### config.mk
export PLATFORM = sky130hd
export DESIGN_NAME = perf_bus_arbiter_flat
export DESIGN_NICKNAME = d
export VERILOG_FILES = /design/src/rtl/perf_bus_pkg.sv /design/src/rtl/perf_bus_arbiter_if.sv /design/src/rtl/perf_rr_pick.sv /design/src/rtl/perf_bus_arbiter.sv /design/src/flat_wrapper.sv
export SDC_FILE = /design/constraint.sdc
export NUM_CORES = 1
export LEC_CHECK = 0
export ABC_AREA = 1
export BUFFER_PORTS_ARGS = -buffer_cell sky130_fd_sc_hd__buf_2
export CORE_AREA = 5 5 199 201
export CTS_CLUSTER_SIZE = 28
export DETAILED_ROUTE_END_ITERATION = 8
export DIE_AREA = 0 0 204 206
export PLACE_DENSITY = 0.66
export RECOVER_POWER = 25
export SETUP_SLACK_MARGIN = 0.02
export SLEW_MARGIN = 10
export SYNTH_ARGS = -nofsm -noshare
export SYNTH_HDL_FRONTEND = slang
export SYNTH_SLANG_ARGS = --single-unit
export TNS_END_PERCENT = 1
### constraint.sdc
create_clock -name clk -period 14.2 [get_ports clk]
set_input_delay 1.42 -clock clk [delete_from_list [all_inputs] [get_ports clk]]
set_output_delay 1.42 -clock clk [all_outputs]
set_load 0.05 [all_outputs]
### src/rtl/perf_bus_pkg.sv
// rtl/perf_bus_pkg.sv - shared types and constants for the peripheral bus arbiter
package perf_bus_pkg;

    localparam int PERF_ADDR_W      = 64;
    localparam int PERF_DATA_W      = 64;
    localparam int PERF_TIMEOUT_DEF = 255;

    typedef enum logic [1:0] {
        ST_IDLE  = 2'd0,
        ST_ISSUE = 2'd1,
        ST_WAIT  = 2'd2,
        ST_RESP  = 2'd3
    } arb_state_t;

endpackage

### src/rtl/perf_bus_arbiter_if.sv
// rtl/perf_bus_arbiter_if.sv - request/response and peripheral bus bundle
// master modport: arbiter side (takes requests, drives the shared bus)
// slave modport : environment side (requesters and peripheral decoder)
interface perf_bus_arbiter_if
    import perf_bus_pkg::*;
#(
    parameter int NUM_REQ = 2,
    parameter int ADDR_W  = PERF_ADDR_W,
    parameter int DATA_W  = PERF_DATA_W
);
    logic [NUM_REQ-1:0]        req_valid;
    logic [NUM_REQ*ADDR_W-1:0] req_addr;
    logic [NUM_REQ*DATA_W-1:0] req_data;
    logic [NUM_REQ-1:0]        req_wren;
    logic [NUM_REQ-1:0]        req_ready;
    logic [NUM_REQ-1:0]        rsp_valid;
    logic [DATA_W-1:0]         rsp_data;
    logic                      rsp_err;
    logic [ADDR_W-1:0]         perf_addr_out;
    logic [DATA_W-1:0]         perf_data_out;
    logic                      perf_wren;
    logic                      perf_en;
    logic                      perf_ack;
    logic [DATA_W-1:0]         perf_rdata;

    modport master (
        input  req_valid, req_addr, req_data, req_wren, perf_ack, perf_rdata,
        output req_ready, rsp_valid, rsp_data, rsp_err,
               perf_addr_out, perf_data_out, perf_wren, perf_en
    );

    modport slave (
        output req_valid, req_addr, req_data, req_wren, perf_ack, perf_rdata,
        input  req_ready, rsp_valid, rsp_data, rsp_err,
               perf_addr_out, perf_data_out, perf_wren, perf_en
    );
endinterface

### src/rtl/perf_rr_pick.sv
// rtl/perf_rr_pick.sv - round-robin pick: first set request at or above pointer, with wrap
// Ports: i_req (request vector), i_ptr (search start), o_idx (winner), o_any (any request set)
module perf_rr_pick #(
    parameter int NUM_REQ = 2,
    parameter int IDX_W   = 1
) (
    input  logic [NUM_REQ-1:0] i_req,
    input  logic [IDX_W-1:0]   i_ptr,
    output logic [IDX_W-1:0]   o_idx,
    output logic               o_any
);
    logic [2*NUM_REQ-1:0] w_dbl;
    logic [NUM_REQ-1:0]   w_rot;
    logic [IDX_W:0]       w_sum;

    // Rotating the doubled vector right by the pointer puts request (ptr+k) mod N at bit k.
    assign w_dbl = {i_req, i_req} >> i_ptr;
    assign w_rot = w_dbl[NUM_REQ-1:0];

    always_comb begin
        o_idx = '0;
        o_any = 1'b0;
        w_sum = '0;
        // Walk downward so the lowest rotated position (closest to the pointer) wins.
        for (int k = NUM_REQ - 1; k >= 0; k--) begin
            if (w_rot[k]) begin
                w_sum = {1'b0, i_ptr} + (IDX_W + 1)'(k);
                if (w_sum >= (IDX_W + 1)'(NUM_REQ)) begin
                    w_sum = w_sum - (IDX_W + 1)'(NUM_REQ);
                end
                o_idx = w_sum[IDX_W-1:0];
                o_any = 1'b1;
            end
        end
    end
endmodule

### src/rtl/perf_bus_arbiter.sv
// rtl/perf_bus_arbiter.sv - round-robin arbiter sharing one peripheral bus among NUM_REQ requesters
// Ports: clk, rst (async, active-high), bus (perf_bus_arbiter_if.master: requests, responses, peripheral bus)
// Optional macro PERF_ARB_TIMEOUT_EN: ack watchdog aborting WAIT after TIMEOUT cycles with rsp_err.
module perf_bus_arbiter
    import perf_bus_pkg::*;
#(
    parameter int NUM_REQ = 2,
    parameter int ADDR_W  = PERF_ADDR_W,
    parameter int DATA_W  = PERF_DATA_W,
    parameter int TIMEOUT = PERF_TIMEOUT_DEF
) (
    input  logic               clk,
    input  logic               rst,
    perf_bus_arbiter_if.master bus
);
    localparam int IDX_W = (NUM_REQ > 1) ? $clog2(NUM_REQ) : 1;
    localparam logic [NUM_REQ-1:0] ONE = NUM_REQ'(1);

    arb_state_t           r_state, w_state_nxt;
    logic [IDX_W-1:0]     r_ptr, w_ptr_nxt;
    logic [IDX_W-1:0]     r_gnt, w_gnt_nxt;
    logic [ADDR_W-1:0]    r_addr, w_addr_nxt;
    logic [DATA_W-1:0]    r_data, w_data_nxt;
    logic                 r_wren, w_wren_nxt;

    // Every output is a register loaded with the value the next state must present.
    logic [NUM_REQ-1:0]   r_req_ready, w_req_ready_nxt;
    logic [NUM_REQ-1:0]   r_rsp_valid, w_rsp_valid_nxt;
    logic [DATA_W-1:0]    r_rsp_data, w_rsp_data_nxt;
    logic [ADDR_W-1:0]    r_paddr, w_paddr_nxt;
    logic [DATA_W-1:0]    r_pdata, w_pdata_nxt;
    logic                 r_pwren, w_pwren_nxt;
    logic                 r_pen, w_pen_nxt;

    logic [IDX_W-1:0]     w_pick;
    logic                 w_any;
    logic [ADDR_W-1:0]    w_sel_addr;
    logic [DATA_W-1:0]    w_sel_data;
    logic                 w_sel_wren;

`ifdef PERF_ARB_TIMEOUT_EN
    localparam int CNT_W = ($clog2(TIMEOUT + 1) > 8) ? $clog2(TIMEOUT + 1) : 8;
    logic [CNT_W-1:0]     r_cnt, w_cnt_nxt;
    logic                 r_rsp_err, w_rsp_err_nxt;
`endif

    perf_rr_pick #(.NUM_REQ(NUM_REQ), .IDX_W(IDX_W)) u_pick (
        .i_req (bus.req_valid),
        .i_ptr (r_ptr),
        .o_idx (w_pick),
        .o_any (w_any)
    );

    // Constant-index mux of the winning requester's fields.
    always_comb begin
        w_sel_addr = '0;
        w_sel_data = '0;
        w_sel_wren = 1'b0;
        for (int i = 0; i < NUM_REQ; i++) begin
            if (w_pick == IDX_W'(i)) begin
                w_sel_addr = bus.req_addr[i*ADDR_W +: ADDR_W];
                w_sel_data = bus.req_data[i*DATA_W +: DATA_W];
                w_sel_wren = bus.req_wren[i];
            end
        end
    end

    always_comb begin
        w_state_nxt     = r_state;
        w_ptr_nxt       = r_ptr;
        w_gnt_nxt       = r_gnt;
        w_addr_nxt      = r_addr;
        w_data_nxt      = r_data;
        w_wren_nxt      = r_wren;
        w_req_ready_nxt = '0;
        w_rsp_valid_nxt = '0;
        w_rsp_data_nxt  = '0;
        w_paddr_nxt     = '0;
        w_pdata_nxt     = '0;
        w_pwren_nxt     = 1'b0;
        w_pen_nxt       = 1'b0;
`ifdef PERF_ARB_TIMEOUT_EN
        w_cnt_nxt       = r_cnt;
        w_rsp_err_nxt   = 1'b0;
`endif
        case (r_state)
            ST_IDLE: begin
                if (w_any) begin
                    w_state_nxt     = ST_ISSUE;
                    w_gnt_nxt       = w_pick;
                    w_addr_nxt      = w_sel_addr;
                    w_data_nxt      = w_sel_data;
                    w_wren_nxt      = w_sel_wren;
                    w_req_ready_nxt = ONE << w_pick;
                    w_pen_nxt       = 1'b1;
                    w_paddr_nxt     = w_sel_addr;
                    w_pdata_nxt     = w_sel_data;
                    w_pwren_nxt     = w_sel_wren;
`ifdef PERF_ARB_TIMEOUT_EN
                    w_cnt_nxt       = '0;
`endif
                end
            end
            ST_ISSUE, ST_WAIT: begin
                if (bus.perf_ack) begin
                    w_state_nxt     = ST_RESP;
                    w_rsp_valid_nxt = ONE << r_gnt;
                    w_rsp_data_nxt  = r_wren ? '0 : bus.perf_rdata;
                end
`ifdef PERF_ARB_TIMEOUT_EN
                else if (r_state == ST_WAIT && r_cnt == CNT_W'(TIMEOUT - 1)) begin
                    w_state_nxt     = ST_RESP;
                    w_rsp_valid_nxt = ONE << r_gnt;
                    w_rsp_err_nxt   = 1'b1;
                end
`endif
                else begin
                    w_state_nxt = ST_WAIT;
                    w_paddr_nxt = r_addr;
                    w_pdata_nxt = r_data;
                    w_pwren_nxt = r_wren;
`ifdef PERF_ARB_TIMEOUT_EN
                    if (r_state == ST_WAIT) begin
                        w_cnt_nxt = r_cnt + 1'b1;
                    end
`endif
                end
            end
            ST_RESP: begin
                w_state_nxt = ST_IDLE;
                w_ptr_nxt   = (r_gnt == IDX_W'(NUM_REQ - 1)) ? '0 : r_gnt + 1'b1;
            end
            default: w_state_nxt = ST_IDLE;
        endcase
    end

    always_ff @(posedge clk or posedge rst) begin
        if (rst) begin
            r_state     <= ST_IDLE;
            r_ptr       <= '0;
            r_gnt       <= '0;
            r_addr      <= '0;
            r_data      <= '0;
            r_wren      <= 1'b0;
            r_req_ready <= '0;
            r_rsp_valid <= '0;
            r_rsp_data  <= '0;
            r_paddr     <= '0;
            r_pdata     <= '0;
            r_pwren     <= 1'b0;
            r_pen       <= 1'b0;
`ifdef PERF_ARB_TIMEOUT_EN
            r_cnt       <= '0;
            r_rsp_err   <= 1'b0;
`endif
        end else begin
            r_state     <= w_state_nxt;
            r_ptr       <= w_ptr_nxt;
            r_gnt       <= w_gnt_nxt;
            r_addr      <= w_addr_nxt;
            r_data      <= w_data_nxt;
            r_wren      <= w_wren_nxt;
            r_req_ready <= w_req_ready_nxt;
            r_rsp_valid <= w_rsp_valid_nxt;
            r_rsp_data  <= w_rsp_data_nxt;
            r_paddr     <= w_paddr_nxt;
            r_pdata     <= w_pdata_nxt;
            r_pwren     <= w_pwren_nxt;
            r_pen       <= w_pen_nxt;
`ifdef PERF_ARB_TIMEOUT_EN
            r_cnt       <= w_cnt_nxt;
            r_rsp_err   <= w_rsp_err_nxt;
`endif
        end
    end

    assign bus.req_ready     = r_req_ready;
    assign bus.rsp_valid     = r_rsp_valid;
    assign bus.rsp_data      = r_rsp_data;
    assign bus.perf_addr_out = r_paddr;
    assign bus.perf_data_out = r_pdata;
    assign bus.perf_wren     = r_pwren;
    assign bus.perf_en       = r_pen;
`ifdef PERF_ARB_TIMEOUT_EN
    assign bus.rsp_err       = r_rsp_err;
`else
    assign bus.rsp_err       = 1'b0;
`endif
endmodule

### src/flat_wrapper.sv
// flat-port wrapper written by rule: the top's interface ports become plain ports
module perf_bus_arbiter_flat import perf_bus_pkg::*;
#(
    parameter int NUM_REQ = 2,
    parameter int ADDR_W  = PERF_ADDR_W,
    parameter int DATA_W  = PERF_DATA_W,
    parameter int TIMEOUT = PERF_TIMEOUT_DEF
)
  (clk, rst, bus_req_valid, bus_req_addr, bus_req_data, bus_req_wren, bus_perf_ack, bus_perf_rdata, bus_req_ready, bus_rsp_valid, bus_rsp_data, bus_rsp_err, bus_perf_addr_out, bus_perf_data_out, bus_perf_wren, bus_perf_en);
  perf_bus_arbiter_if #(.NUM_REQ(NUM_REQ), .ADDR_W(ADDR_W), .DATA_W(DATA_W)) bus_i ();
  input  logic clk;
  input  logic rst;
  input wire logic [$bits(bus_i.req_valid)-1:0] bus_req_valid;
  input wire logic [$bits(bus_i.req_addr)-1:0] bus_req_addr;
  input wire logic [$bits(bus_i.req_data)-1:0] bus_req_data;
  input wire logic [$bits(bus_i.req_wren)-1:0] bus_req_wren;
  input wire logic [$bits(bus_i.perf_ack)-1:0] bus_perf_ack;
  input wire logic [$bits(bus_i.perf_rdata)-1:0] bus_perf_rdata;
  output wire logic [$bits(bus_i.req_ready)-1:0] bus_req_ready;
  output wire logic [$bits(bus_i.rsp_valid)-1:0] bus_rsp_valid;
  output wire logic [$bits(bus_i.rsp_data)-1:0] bus_rsp_data;
  output wire logic [$bits(bus_i.rsp_err)-1:0] bus_rsp_err;
  output wire logic [$bits(bus_i.perf_addr_out)-1:0] bus_perf_addr_out;
  output wire logic [$bits(bus_i.perf_data_out)-1:0] bus_perf_data_out;
  output wire logic [$bits(bus_i.perf_wren)-1:0] bus_perf_wren;
  output wire logic [$bits(bus_i.perf_en)-1:0] bus_perf_en;
  assign bus_i.req_valid = bus_req_valid;
  assign bus_i.req_addr = bus_req_addr;
  assign bus_i.req_data = bus_req_data;
  assign bus_i.req_wren = bus_req_wren;
  assign bus_i.perf_ack = bus_perf_ack;
  assign bus_i.perf_rdata = bus_perf_rdata;
  assign bus_req_ready = bus_i.req_ready;
  assign bus_rsp_valid = bus_i.rsp_valid;
  assign bus_rsp_data = bus_i.rsp_data;
  assign bus_rsp_err = bus_i.rsp_err;
  assign bus_perf_addr_out = bus_i.perf_addr_out;
  assign bus_perf_data_out = bus_i.perf_data_out;
  assign bus_perf_wren = bus_i.perf_wren;
  assign bus_perf_en = bus_i.perf_en;
  perf_bus_arbiter #(.NUM_REQ(NUM_REQ), .ADDR_W(ADDR_W), .DATA_W(DATA_W), .TIMEOUT(TIMEOUT)) u_core (.clk(clk), .rst(rst), .bus(bus_i));
endmodule
# Word-level counts from Yosys, hierarchy flattened

Cells that the tools add are included.

Equal/unequal tests: 4
Reduce and logical (&&, ||, !) cells: 3
Shifts and indexed selects: 3
Muxes and demuxes: 31
$lt $le $gt $ge: 2
Add/sub/neg operators: 4

Operator list:

| kind                  | number |
|---|---|
| $mux W64              | 9 |
| $pmux W64 S2          | 2 |
| $mux W1               | 13 |
| $mux W2               | 5 |
| $pmux W2 S3           | 1 |
| $eq A2 B2 Y1 const B  | 2 |
| $shl A1 B1 Y2 const A | 2 |
| $shr A4 B1 Y2         | 1 |
| $add A1 B1 Y2 const B | 1 |
| $eq A2 B1 Y1 const B  | 1 |
| $ge A1 B2 Y1 const B  | 1 |
| $ge A2 B2 Y1 const B  | 1 |
| $logic_not A2 Y1      | 1 |
| $ne A2 B2 Y1 const B  | 1 |
| $pmux W1 S2           | 1 |
| $reduce_and A2 Y1     | 1 |
| $reduce_or A2 Y1      | 1 |
| $sub A1 B1 Y1 const B | 2 |
| $add A1 B1 Y1 const B | 1 |

Output and inout port bits: 199
Input port bits: 327
Register bits: 331

# Longest topological paths before layout

Gate-level depths: netlist (run 1).

Word-level depth: 8
Mapped depth: 9

# By module

From an unflattened synthesis (run 1), not the netlist that was laid out.

Cell total of the unflattened synthesis: 1617
Area total of the unflattened synthesis: 13420.4 um2

Modules (own cells, without submodules):

| module           | times used | area each (um2) | seq. area each (um2) | cells each |
|---|---|---|---|---|
| perf_bus_arbiter | 1          | 13401.6         | 8282.9               | 1613 |
| perf_rr_pick     | 1          | 18.8            | 0.0                  | 4 |

# Least setup slack after synthesis (run 1)

Ideal clock, no wire load.

Path kind: input-to-reg
Start: input port bus_req_valid[1]
End: register u_core.r_pdata[10] (netlist: u_core.bus.perf_data_out[10])
Required time: 14.064 ns
Data arrival time: 2.276 ns
Stages on the path: 6
Library setup time: 0.136 ns
Path slack: 11.788 ns
Cells stage by stage: buf_2 -> buf_2 -> buf_1 -> nand3_1 -> nand3_2 -> a21oi_1

Longest elaborated chain between the ends: 6

RTL lines:

| item                       | line                    | source |
|---|---|---|
| start, declared            | flat_wrapper.sv:13      | `input wire logic [$bits(bus_i.req_valid)-1:0] bus_req_valid;` |
| $shr A4 B1 Y2 (*)          | perf_rr_pick.sv:17      | `assign w_dbl = {i_req, i_req} >> i_ptr;` |
| $mux W1 (2 in a row)       | perf_rr_pick.sv:26      | `if (w_rot[k]) begin` |
| $mux W64                   | perf_bus_arbiter.sv:60  | `if (w_pick == IDX_W'(i)) begin` |
| $mux W64 (*)               | perf_bus_arbiter.sv:88  | `if (w_any) begin` |
| $pmux W64 S2 (*)           | perf_bus_arbiter.sv:86  | `case (r_state)` |
| via u_core.w_pdata_nxt[10] | perf_bus_arbiter.sv:31  | `logic [DATA_W-1:0] r_pdata, w_pdata_nxt;` |
| end signal, assigned       | perf_bus_arbiter.sv:167 | `r_pdata <= w_pdata_nxt;` |
| end, declared              | perf_bus_arbiter.sv:31  |  |

Mark *: on every way through the listed nets, which the timed path passes. The rest lies on a longest branch.
A chain may end at the register's enable or synchronous reset.

# Final worst setup path (run 1)

Start: input port bus_req_valid[0]
End: register u_core.r_pdata[16] (netlist: u_core.bus.perf_data_out[16])

Same word-level chain as after synthesis.

==> summary.md, run 1 <==
| Metric | Value |
|---|---|
| Maxcap violations | `4` |
| Nets@finish | `between 2000 and 3000` |
| CP max stage cell | `nand2_1` |
| Fin. Hold Viols | `0` |
| Max clock buf depth | `3` |
| PortBufs | `around 520` |
| Core area | `0.0374 mm²` |
| Ports | `between 500 and 600` |
| Crit path cell chain | `buf_2 -> nand2_1 -> nand2_4 -> buf_4 -> nand2_1 -> nand3_2 -> a21oi_1` |
| WL/cell | `roughly 17 µm` |
| Final Wtd Congestion | `0.881` |
| Clock root buffer master | `clkbuf_16` |
| Setup_tns | `0 ns` |
| Final setup violating endpoints | `0` |
| Fmax | `~0.20 GHz` |
| Max IR drop VDD | `roughly 0.00013 V` |
| Via count | `about 13000` |
| Largest net degree at the start of global routing | `between 100 and 150` |
| Worst rel slew slack | `-230%` |
| Wire length on met1 | `~20000 µm` |
| CP required | `14.39 ns` |
| Post-route DRC | `0` |
| Synthesized cell area | `approximately 0.015 mm²` |
| H-tree depth | `2` |
| Initial antenna violation count | `2` |
| CP Max Fanout | `about 110` |
| Cts repair resizes | `0` |
| CP peak stage delay | `approximately 1.3 ns` |
| RSZ-0062 raised after global routing | `false` |
| Grt ovf | `0` |
| Status | `finished with violations` |
| Area grow syn2layout | `27.7%` |
| Drt pass-1 iters | `5` |
| Setup slack after layout | `9.08 ns` |
| Yosys Warn Count | `0` |
| Min Tclk post-route | `between 5 and 6 ns` |
| DR top layer | `met4` |
| Critical Path AT | `5.31 ns` |
| Die Ht | `about 210 µm` |
| First-pass GRT wire length | `around 74000 µm` |
| CP startpoint kind | `input pin` |
| Synth Net Count | `~2100` |
| DRT Wirelength | `between 40000 and 50000 µm` |
| Vias per cell | `4.82` |
| Die area | `0.0420 mm²` |
| Total CTS buffers | `38` |
| Slew at the pin closest to its max-slew limit | `around 4.9 ns` |
| Die width | `about 200 µm` |
| Worst-Skew Late Latency | `around 0.53 ns` |
| CTS tree | `done` |
| Clk sinks | `331` |
| Post-DRT Antenna Nets | `0` |
| Dominant cell type by area after synthesis | `dfrtp_1` |
| Crit. End Element | `flip-flop` |
| Pre-CTS WS | `~10 ns` |
| Initial core utilization | `39.6%` |
| Vias in the first global route | `approximately 13000` |
| Synth top area share | `between 50 and 60%` |
| Post-CTS Hold Buffers | `0` |
| Worst Hold Class | `reg2reg` |
| Main area contributors after synthesis | `dfrtp_1 (56%), nand2_1 (10%), inv_1 (8.4%)` |
| Unique masters post-synth | `20` |
| Critical path class | `in2reg` |
| Post-CTS Repair Setup Buffers | `0` |
| Most frequent CP cell | `nand2_1` |
| Synth Area per Inst | `roughly 8.4 µm²` |
| Gate count of the mapped netlist | `about 1800` |
| Leak | `11.0 nW` |
| Final max-slew violation count | `approximately 330` |
| Period Utilization, post-route | `between 30% and 40%` |
| Failing checks | `max-capacitance violations, max-slew violations` |
| Clock transition at path regs | `0.06 ns` |
| Gr usage total | `21.9%` |
| Clock skew | `about 0.011 ns` |
| Share of cells above drive strength 1 | `between 20% and 30%` |
| Fill count | `~3600` |
| Row cnt | `71` |
| DR WL met2 | `23900 µm` |
| Flops & latches, synth | `approximately 330` |
| Cell Pwr Density | `248 mW/mm²` |
| Met3 WL | `roughly 3600 µm` |
| Seq/Total Area, Yosys | `55.9%` |
| Initial DRC count | `a little under 800` |
| DP HPWL | `32100 µm` |
==> sequential cells by signal, summed over array words and instances, names as in the netlist, 2 cells and up <==
name                      cells
u_core.bus.perf_addr_out     64
u_core.bus.perf_data_out     64
u_core.bus.req_ready          2
u_core.bus.rsp_data          64
u_core.bus.rsp_valid          2
u_core.r_addr                64
u_core.r_data                64
u_core.r_state                2
==> cells by family (layout without fill, tap and decap cells) <==
logic type,count (synthesis),count (layout),share of synthesized area [%]
adder cells (fa/ha/maj),2,2,0.169
other,1,4,0.0253
AO/OA/AOI/OAI,263,263,8.90
AND/OR/NAND/NOR,723,723,22.7
buffers and inverters,452,938,12.4
flip-flops,331,331,55.9
==> cell usage in the layout (no fill, tap or decap), types with 2 or more instances in the layout <==
master	synthesis	routed
nand3_1	199	198
buf_4	2	13
buf_2	48	484
nand3_2	60	61
dfrtp_1	331	331
inv_1	330	329
clkbuf_16	0	39
bufinv_16	0	5
inv_6	0	2
clkbuf_1	58	48
clkinv_2	0	5
nor2_4	1	2
clkbuf_8	0	10
nor2_1	68	67
a21oi_1	129	129
diode_2	0	3
o21ai_1	3	3
o21ai_0	130	130
nand2_1	394	393
==> metal layers <==
| layer | up-vias | global-route usage, % |
|---|---|---|
| li1 | 6355 | - |
| met1 | 6386 | 29.8 |
| met2 | 540 | 36.2 |
| met3 | 75 | 4.17 |
| met4 | 0 | 6.05 |
| met5 | - | 0 |
==> cells in the mapped netlist <==
| cell | count |
|---|---|
| buf_2 | 48 |
| buf_1 | 4 |
| nor2_8 | 1 |
| nand3_1 | 199 |
| inv_1 | 330 |
| nand2_1 | 394 |
| o21bai_1 | 1 |
| ha_1 | 2 |
| clkbuf_1 | 58 |
| nand3_2 | 60 |
| inv_2 | 1 |
| dfrtp_1 | 331 |
| buf_4 | 2 |
| nor2_4 | 1 |
| o21ai_0 | 130 |
| conb_1 | 1 |
| buf_6 | 9 |
| o21ai_1 | 3 |
| nor2_1 | 68 |
| a21oi_1 | 129 |
==> path summary, 6_finish.rpt <==
kind,start,to,slack (ns),depth (start not counted)
setup / recovery,bus_req_valid[0],u_core.bus.perf_data_out[16]$_DFF_PP0_,9.08,7
hold / removal,u_core.r_gnt$_DFFE_PP0P_,u_core.bus.rsp_valid[0]$_DFF_PP0_,0.43,1
setup reg to reg,u_core.r_state[0]$_DFFE_PP0P_,u_core.r_state[0]$_DFFE_PP0P_,9.28,5
hold reg to reg,u_core.r_gnt$_DFFE_PP0P_,u_core.bus.rsp_valid[0]$_DFF_PP0_,0.43,1
max in group asynchronous,rst,u_core.bus.perf_addr_out[0]$_DFF_PP0_,9.11,3
min in group asynchronous,rst,u_core.bus.rsp_data[63]$_DFF_PP0_,2.43,2
==> critical path: cells and delay by family <==
kind / cells / cell delay [ns]
AND/OR/NAND/NOR: 4 / 2.59
buffers and inverters: 2 / 1.11
AO/OA/AOI/OAI: 1 / 0.07
==> layout make-up <==
class,count,area [µm²],area share (%)
tap,511,639,3.38
timing repair buffer,538,2670,14.1
sequential,331,8280,43.8
clock buffer,56,1140,6.02
multi-input combinational,989,4740,25.0
antenna,3,7.51,0.0397
inverter,331,1250,6.58
clock inverter,13,200,1.06
==> metrics by stage <==
| stage | power [mW] | cell area, µm² | std cells | utilization, % | hold slack [ns] |
|---|---|---|---|---|---|
| 2_1_floorplan | 3.09 | 14800 | 1772 | - | 0.403 |
| 3_3_place_gp | 3.65 | 17700 | 2700 | 47.2 | 0.428 |
| 3_5_place_dp | 3.68 | 17700 | 2700 | 47.2 | 0.419 |
| 4_1_cts | 4.74 | 19000 | 2769 | 50.8 | 0.426 |
| 5_1_grt | 4.97 | 18900 | 2771 | 50.6 | 0.453 |
| 6_report | 4.70 | 18900 | 2772 | 50.6 | 0.429 |
==> power breakdown <==
part           switching (mW)  internal, mW  total, mW
combinational            1.65         0.465       2.12
clock                   0.387         0.648       1.03
sequential              0.179          1.36       1.54
Power figures use the tool's default switching activity.
==> inputs of run 2 (changes only) <==
--- a/config.mk
+++ b/config.mk
@@ -11,7 +11,7 @@
 export CTS_CLUSTER_SIZE = 28
 export DETAILED_ROUTE_END_ITERATION = 8
 export DIE_AREA = 0 0 204 206
-export PLACE_DENSITY = 0.66
+export PLACE_DENSITY = 0.68
 export RECOVER_POWER = 25
 export SETUP_SLACK_MARGIN = 0.02
 export SLEW_MARGIN = 10
==> constraint.sdc (replaced) <==
create_clock -name clk -period 4.6 [get_ports clk]
set_input_delay 0.46 -clock clk [delete_from_list [all_inputs] [get_ports clk]]
set_output_delay 0.46 -clock clk [all_outputs]
set_load 0.05 [all_outputs]
==> run 2 against run 1 <==
The run still ends with max-capacitance violations, max-slew violations left. Combinational power grew to 3.1 times the previous value. Critical path depth unchanged. Utilization is 0.25 points higher. Clock skew is 0.00081 ns higher. Count of clock-buffer cells in the layout grew 5. Final cell count rose by 0.18%. Non-clock buffer count up 2. Critical endpoint is now u_core.bus.perf_addr_out[41]$_DFF_PP0_.
==> summary.md, run 2 (synthesized netlist as in run 1, its figures left out) <==
| Metric | Value |
|---|---|
| Status | `finished with violations` |
| Failing checks | `max-capacitance violations, max-slew violations` |
| Vias in the first global route | `13353 (+0.53%)` |
| Cts repair resizes | `0 (unchanged)` |
| Util after Layout | `50.9% (+0.25 points)` |
| Largest net degree at the start of global routing | `181 (+60%)` |
| Final Wtd Congestion | `0.875 (-0.70%)` |
| Via count | `13239 (-0.88%)` |
| Setup slack after layout | `2.08 ns (-7.00 ns)` |
| CP required | `5.03 ns (-9.36 ns)` |
| Initial core utilization | `39.6% (unchanged)` |
| Area grow syn2layout | `28.3%` |
| RSZ-0062 raised after global routing | `false` |
| Vias per cell | `4.77 (-1.1%)` |
| Switching power total | `6.82 mW (+210%)` |
| Min Tclk post-route | `about 2.5 ns` |
| Worst Reg-to-Reg Cells | `7 (+2)` |
| Clock skew | `0.0121 ns (+0.000805 ns)` |
| Slew at the pin closest to its max-slew limit | `2.44 ns (-2.49 ns)` |
| Clock transition at path regs | `0.06 ns (about the same)` |
| Row cnt | `71 (unchanged)` |
| P_int | `7.57 mW (+210%)` |
| Fin cells | `2777 (+0.18%)` |
| Drt pass-1 iters | `4 (-1)` |
| Placed cell count | `2702 (+0.074%)` |
| Worst Hold Class | `in2reg` |
| Max IR drop VDD | `0.000412 V (+210%)` |
| DRT Wirelength | `46300 µm (-4.3%)` |
| Crit. End Element | `flip-flop` |
| Placed standard-cell area | `0.0177 mm² (+0.35%)` |
| Nets@finish | `2560 (+0.078%)` |
| CP startpoint kind | `flip-flop` |
| First-pass GRT wire length | `71500 µm (-3.1%)` |
| Fmax | `around 0.40 GHz` |
| Final max-slew violation count | `181 (-45%)` |
| Period Utilization, post-route | `a little over half` |
| Die width | `204 µm (unchanged)` |
| CP Max Fanout | `65 (-40%)` |
| HP Start | `bus_perf_rdata[50]` |
| Seq pwr share | `32.8% (about the same)` |
| Leak | `11.1 nW (+1.6%)` |
| Crit. Startpoint | `u_core.r_state[1]$_DFFE_PP0P_` |
| Worst hold path depth | `3 (+2)` |
| CTS tree | `done` |
| Clock root buffer master | `clkbuf_16` |
| Critical Path AT | `2.94 ns (-2.37 ns)` |
| Post-CTS Repair Setup Buffers | `0 (unchanged)` |
| WL/cell | `16.7 µm (-4.5%)` |
| R2R Setup Slk | `2.08 ns (-7.20 ns)` |
| Worst rel slew slack | `-62.7% (+170 points)` |
| Initial DRC count | `808 (+4.3%)` |
| FF-to-FF Start | `u_core.r_state[1]$_DFFE_PP0P_` |
| Ports | `526 (unchanged)` |
| Combinational share of power | `45.5% (+0.4 points)` |
| Grt ovf | `0 (unchanged)` |
| Gr usage total | `21.1% (-0.80 points)` |
| H-tree depth | `2 (unchanged)` |
| Share of cells above drive strength 1 | `29.6% (+1.9 points)` |
| Hold EP | `u_core.bus.rsp_data[50]$_DFF_PP0_` |
| Die area | `0.0420 mm² (unchanged)` |
| Post-CTS Hold Buffers | `0 (unchanged)` |
| Max clock buf depth | `3 (unchanged)` |
| Pre-CTS WS | `1.99 ns (-7.92 ns)` |
| Design Area, Final | `0.0190 mm² (+0.50%)` |
| Net Sw Frac | `47.4% (+0.093 points)` |
| Worst r2r dst | `u_core.bus.perf_addr_out[41]$_DFF_PP0_` |
| Commonest cells after routing, fill and taps aside | `buf_2 (523), nand2_1 (392), dfrtp_1 (331), inv_1 (329), nand3_1 (198)` |
| DP HPWL | `31800 µm (-1.0%)` |
| Cell Pwr Density | `756 mW/mm² (+200%)` |
| Post-DRT Antenna Nets | `0 (unchanged)` |
| Fin. Hold Viols | `0 (unchanged)` |
| PortBufs | `524 (unchanged)` |
| Initial antenna violation count | `7 (+5)` |
| Most common cell after layout, fill and taps aside | `buf_2` |
| Worst-Skew Late Latency | `0.52 ns (about the same)` |
| Critical path class | `reg2reg` |
| Die Ht | `206 µm (unchanged)` |
| Total CTS buffers | `38 (unchanged)` |
| Final setup violating endpoints | `0 (unchanged)` |
| Clock share of power | `21.7% (-0.3 points)` |
| Clk sinks | `331 (unchanged)` |
| Maxcap violations | `1 (-3)` |
| Core area | `0.0374 mm² (unchanged)` |
| Post-route DRC | `0 (unchanged)` |
-- run 2: cell count changes in the layout (fill, tap and decap cells not counted), sizes merged --
| cell | previous run | this run |
|---|---|---|
| clkinv | 5 | 6 |
| clkbuf | 97 | 62 |
| inv | 332 | 330 |
| diode | 3 | 5 |
| bufinv | 5 | 2 |
| buf | 497 | 539 |
-- run 2: power groups by stage --
stage	logic, mW	clock network (mW)	registers (mW)
after floorplan	2.37	0	7.17
after global placement	6.52	0	4.73
after detailed placement	6.62	0	4.75
after CTS	6.63	3.19	4.72
after global routing	7.09	3.32	4.85
final	6.55	3.12	4.72
-- run 2: through the flow --
step | power (mW) | setup TNS [ns] | hold WS (ns)
after global placement | 11.2 | 0 | 0.426
after global routing | 15.3 | 0 | 0.130
final | 14.4 | 0 | 0.142
after floorplan | 9.54 | -92.90 | 0.403
after detailed placement | 11.4 | 0 | 0.426
after CTS | 14.5 | 0 | 0.116
-- run 2: routing by layer --
layer  track usage (%)  part of all wire (%)
met3              4.79                   6.9
met4              6.63                   2.7
met2              35.2                    49
met5                 0                 0.058
met1              27.6                    41
-- run 2: how the worst max path moves through the flow --
stage | to | slack (ns) | cells past startpoint
final | u_core.bus.perf_addr_out[41]$_DFF_PP0_ | 2.08 | 7
after global routing | u_core.r_addr[47]$_DFFE_PP0P_ | 1.61 | 3
after CTS | u_core.bus.perf_addr_out[41]$_DFF_PP0_ | 2.10 | 7
after detailed placement | u_core.r_data[12]$_DFFE_PP0P_ | 1.99 | 6
after global placement | u_core.bus.perf_addr_out[25]$_DFF_PP0_ | 2.04 | 7
after floorplan | u_core.bus.perf_addr_out[0]$_DFF_PP0_ | -0.28 | 1
-- run 2: area by class of cell --
cell class | count | area (µm²)
tap | 511 | 639
multi-input combinational | 989 | 4750
inverter | 331 | 1250
antenna | 5 | 12.5
clock inverter | 9 | 101
sequential | 331 | 8280
fill | 3505 | 18400
clock buffer | 61 | 1210
timing repair buffer | 540 | 2780
-- run 2: worst max-delay path, stage by stage, from the launching register on --
cell	delay [ns]
dfrtp_1	0.40
inv_1	0.09
ha_1	0.21
inv_4	0.16
nor2_8	0.58
buf_12	0.38
nand3_1	0.22
a21oi_1	0.23
==> inputs of run 3 (changes only) <==
--- a/config.mk
+++ b/config.mk
@@ -5,13 +5,13 @@
 export SDC_FILE = /design/constraint.sdc
 export NUM_CORES = 1
 export LEC_CHECK = 0
-export ABC_AREA = 1
+export ABC_AREA = 0
 export BUFFER_PORTS_ARGS = -buffer_cell sky130_fd_sc_hd__buf_2
-export CORE_AREA = 5 5 199 201
+export CORE_AREA = 5 5 202 204
 export CTS_CLUSTER_SIZE = 28
 export DETAILED_ROUTE_END_ITERATION = 8
-export DIE_AREA = 0 0 204 206
-export PLACE_DENSITY = 0.68
+export DIE_AREA = 0 0 207 209
+export PLACE_DENSITY = 0.66
 export RECOVER_POWER = 25
 export SETUP_SLACK_MARGIN = 0.02
 export SLEW_MARGIN = 10
==> constraint.sdc (replaced) <==
create_clock -name clk -period 2.1 [get_ports clk]
set_input_delay 0.21 -clock clk [delete_from_list [all_inputs] [get_ports clk]]
set_output_delay 0.21 -clock clk [all_outputs]
set_load 0.05 [all_outputs]
==> run 3 against run 2 <==
The flow now finishes without violations. First-iteration DRC count rose by 55%. Power is 120% higher. Critical path depth did not move. Count of clock-buffer cells in the layout is 6 lower. Sequential cell count did not move. Synthesized area is 2.4% lower.
==> summary.md, run 3 <==
| Metric | Value |
|---|---|
| Status | `complete, no violations` |
| Grt ovf | `0 (unchanged)` |
| Initial core utilization | `37.0% (-2.6 points)` |
| Pre-CTS WS | `0.0836 ns (-1.90 ns)` |
| Post-route DRC | `0 (unchanged)` |
| Final setup violating endpoints | `0 (unchanged)` |
| Nets@finish | `2563 (+0.12%)` |
| Worst rel slew slack | `13.6% (+76 points)` |
| Cell Pwr Density | `1450 mW/mm² (+92%)` |
| DP HPWL | `34900 µm (+9.7%)` |
| Worst Reg-to-Reg Cells | `7 (unchanged)` |
| Crit. End Element | `flip-flop` |
| Fill count | `3273 (-6.6%)` |
| Fin. Hold Viols | `0 (unchanged)` |
| Main area contributors after synthesis | `dfrtp_1 (57%), a311oi_1 (7.8%), a31oi_1 (5.6%)` |
| Most common cell in the netlist | `dfrtp_1` |
| Via count | `15369 (+16%)` |
| Unique masters post-synth | `30 (+50%)` |
| Total CTS buffers | `38 (unchanged)` |
| Clk sinks | `331 (unchanged)` |
| Die width | `207 µm (+1.5%)` |
| First-pass GRT wire length | `87800 µm (+23%)` |
| CP Max Fanout | `70 (+7.7%)` |
| Most used DFF post-synth | `dfrtp_1` |
| Initial DRC count | `1256 (+55%)` |
| Drt pass-1 iters | `7 (+3)` |
| Final Power | `31.6 mW (+120%)` |
| CP startpoint kind | `flip-flop` |
| Period Utilization, post-route | `97.6% (+43 points)` |
| H-tree depth | `2 (unchanged)` |
| Synthesized cell area | `0.0145 mm² (-2.4%)` |
| Seq/Total Area, Yosys | `57.2% (+1.4 points)` |
| Setup slack after layout | `0.0504 ns (-2.03 ns)` |
| Commonest cells in the netlist | `dfrtp_1 (331), nor2_1 (132), a21oi_1 (131), nand2_1 (131)` |
| Crit path cell chain | `inv_1 -> ha_1 -> nor2b_4 -> buf_12 -> buf_4 -> a21oi_1 -> a311oi_1` |
| WL/cell | `20.0 µm (+20%)` |
| Initial antenna violation count | `2 (-5)` |
| Min Tclk post-route | `2.05 ns (-0.465 ns)` |
| Post-synth EDFFs | `0 (unchanged)` |
| Synth Net Count | `1804 (-14%)` |
| Maxcap violations | `0 (-1)` |
| Worst-Skew Late Latency | `0.53 ns (about the same)` |
| Vias per cell | `5.52 (+16%)` |
| Leak | `10.1 nW (-9.2%)` |
| Fmax | `0.488 GHz (+23%)` |
| Critical path class | `reg2reg` |
| CTS tree | `done` |
| PortBufs | `524 (unchanged)` |
| Gr usage total | `24.8% (+3.7 points)` |
| Area grow syn2layout | `49.9%` |
| Worst Hold Class | `in2reg` |
| Final max-slew violation count | `0 (-100%)` |
| Clock root buffer master | `clkbuf_16` |
| Row cnt | `73 (+2.8%)` |
| CP peak stage delay | `0.40 ns (-0.18 ns)` |
| DRT Wirelength | `55800 µm (+21%)` |
| Critical Path AT | `2.48 ns (-0.46 ns)` |
| Dominant cell type by area after synthesis | `dfrtp_1` |
| Final Wtd Congestion | `0.920 (+5.2%)` |
| Yosys Warn Count | `0 (unchanged)` |
| Die Ht | `209 µm (+1.5%)` |
| Clock transition at path regs | `0.06 ns (about the same)` |
| Ports | `526 (unchanged)` |
| Share of cells above drive strength 1 | `29.1% (-0.50 points)` |
| Design Area, Final | `0.0217 mm² (+14%)` |
| Core area | `0.0391 mm² (+4.5%)` |
| Clock skew | `0.0204 ns (+0.00824 ns)` |
| Max IR drop VDD | `0.000818 V (+99%)` |
| Worst hold path depth | `3 (unchanged)` |
| Commonest cells after routing, fill and taps aside | `buf_2 (523), dfrtp_1 (331), dlygate4sd3_1 (275)` |
| Post-DRT Antenna Nets | `0 (unchanged)` |
| Async SR Flop Fraction | `100% (unchanged)` |
| Placed standard-cell area | `0.0178 mm² (+0.46%)` |
| Most common cell after layout, fill and taps aside | `buf_2` |
| Flops & latches, synth | `331 (unchanged)` |
| Gate count of the mapped netlist | `1475 (-17%)` |
| CP max stage cell | `dfrtp_1` |
| RSZ-0062 raised after global routing | `true` |
| Largest net degree at the start of global routing | `92 (-49%)` |
| Die area | `0.0433 mm² (+2.9%)` |
| Max clock buf depth | `3 (unchanged)` |
| Slew at the pin closest to its max-slew limit | `1.30 ns (-1.14 ns)` |
| CP required | `2.53 ns (-2.50 ns)` |
| Synth Area per Inst | `9.81 µm² (+17%)` |
| Setup_tns | `0 ns (unchanged)` |
| Synth top area share | `57.2% (+1.4 points)` |
| Vias in the first global route | `15797 (+18%)` |
-- run 3: layout make-up --
type	instances	area [µm²]	share of cell area, %
Sequential cell	331	8280	38.2
Timing Repair Buffer	870	6100	28.1
Multi-Input combinational cell	988	5430	25.0
Clock buffer	55	1130	5.19
Tap cell	525	657	3.03
Clock inverter	10	60.1	0.277
Inverter	5	48.8	0.225
Antenna cell	1	2.50	0.0115
-- run 3: worst max-delay path, delay by kind of cell, from the launching register on --
kind                       cells  cell delay [ns]
buffers and inverters          3             0.61
adders and majority gates      1             0.30
AOI/OAI and AO/OA              2             0.36
and+or+nand+nor                1             0.20
DFF                            1             0.40
-- run 3: worst paths after layout --
path	start	end	slack (ns)
max	u_core.r_state[0]$_DFFE_PP0P_	u_core.bus.perf_addr_out[38]$_DFF_PP0_	0.05
min	bus_req_data[64]	u_core.r_data[0]$_DFFE_PP0P_	0.03
max reg2reg	u_core.r_state[0]$_DFFE_PP0P_	u_core.bus.perf_addr_out[38]$_DFF_PP0_	0.05
min reg2reg	u_core.r_gnt$_DFFE_PP0P_	u_core.bus.rsp_valid[0]$_DFF_PP0_	0.51
max in group asynchronous	rst	u_core.bus.perf_data_out[41]$_DFF_PP0_	0.24
min in group asynchronous	rst	u_core.r_addr[38]$_DFFE_PP0P_	0.22
-- run 3: kinds of logic (layout without fill, tap and decap cells) --
family	count (synthesis)	after routing	synth area share, %
AO/OA/AOI/OAI	521	521	22.5
AND/OR/NAND/NOR	463	463	14.4
flip-flops	331	331	57.2
buffers and inverters	156	940	5.59
adder cells (fa/ha/maj)	2	2	0.173
other	1	2	0.0259
multiplexers	1	1	0.0778
-- run 3: power breakdown --
part           internal [mW]  total [mW]  switching, mW
clock                   3.72        6.34           2.62
combinational           4.67        14.9           10.2
sequential              8.85        10.3           1.50
-- run 3: what timing repair did --
item                                    in CTS  in global routing
buffers inserted                             0                  0
endpoints found under the hold margin      397                  0
endpoints found under the setup margin       0                 39
hold buffers                               276                  0
gates resized for setup                      0                  5
-- run 3: routing by layer --
metal	share of wire, %	global-route usage [%]	vias up	routed length [µm]
met1	39	30.7	7425	21600
met2	50	42.5	868	27700
met4	4.1	11.1	2	2290
met3	7.5	4.77	176	4170
met5	0.023	0	-	13
li1	-	-	6898	-
-- run 3: through the flow --
| stage | util [%] | hold slack [ns] | instances |
|---|---|---|---|
| final | 55.5 | 0.0250 | 2785 |
| after global routing | 55.5 | 0.0130 | 2785 |
| after CTS | 55.6 | 0.000307 | 2784 |
| after detailed placement | 45.5 | 0.186 | 2443 |
| after global placement | 45.5 | 0.189 | 2443 |
| after floorplan | - | 0.339 | 1475 |
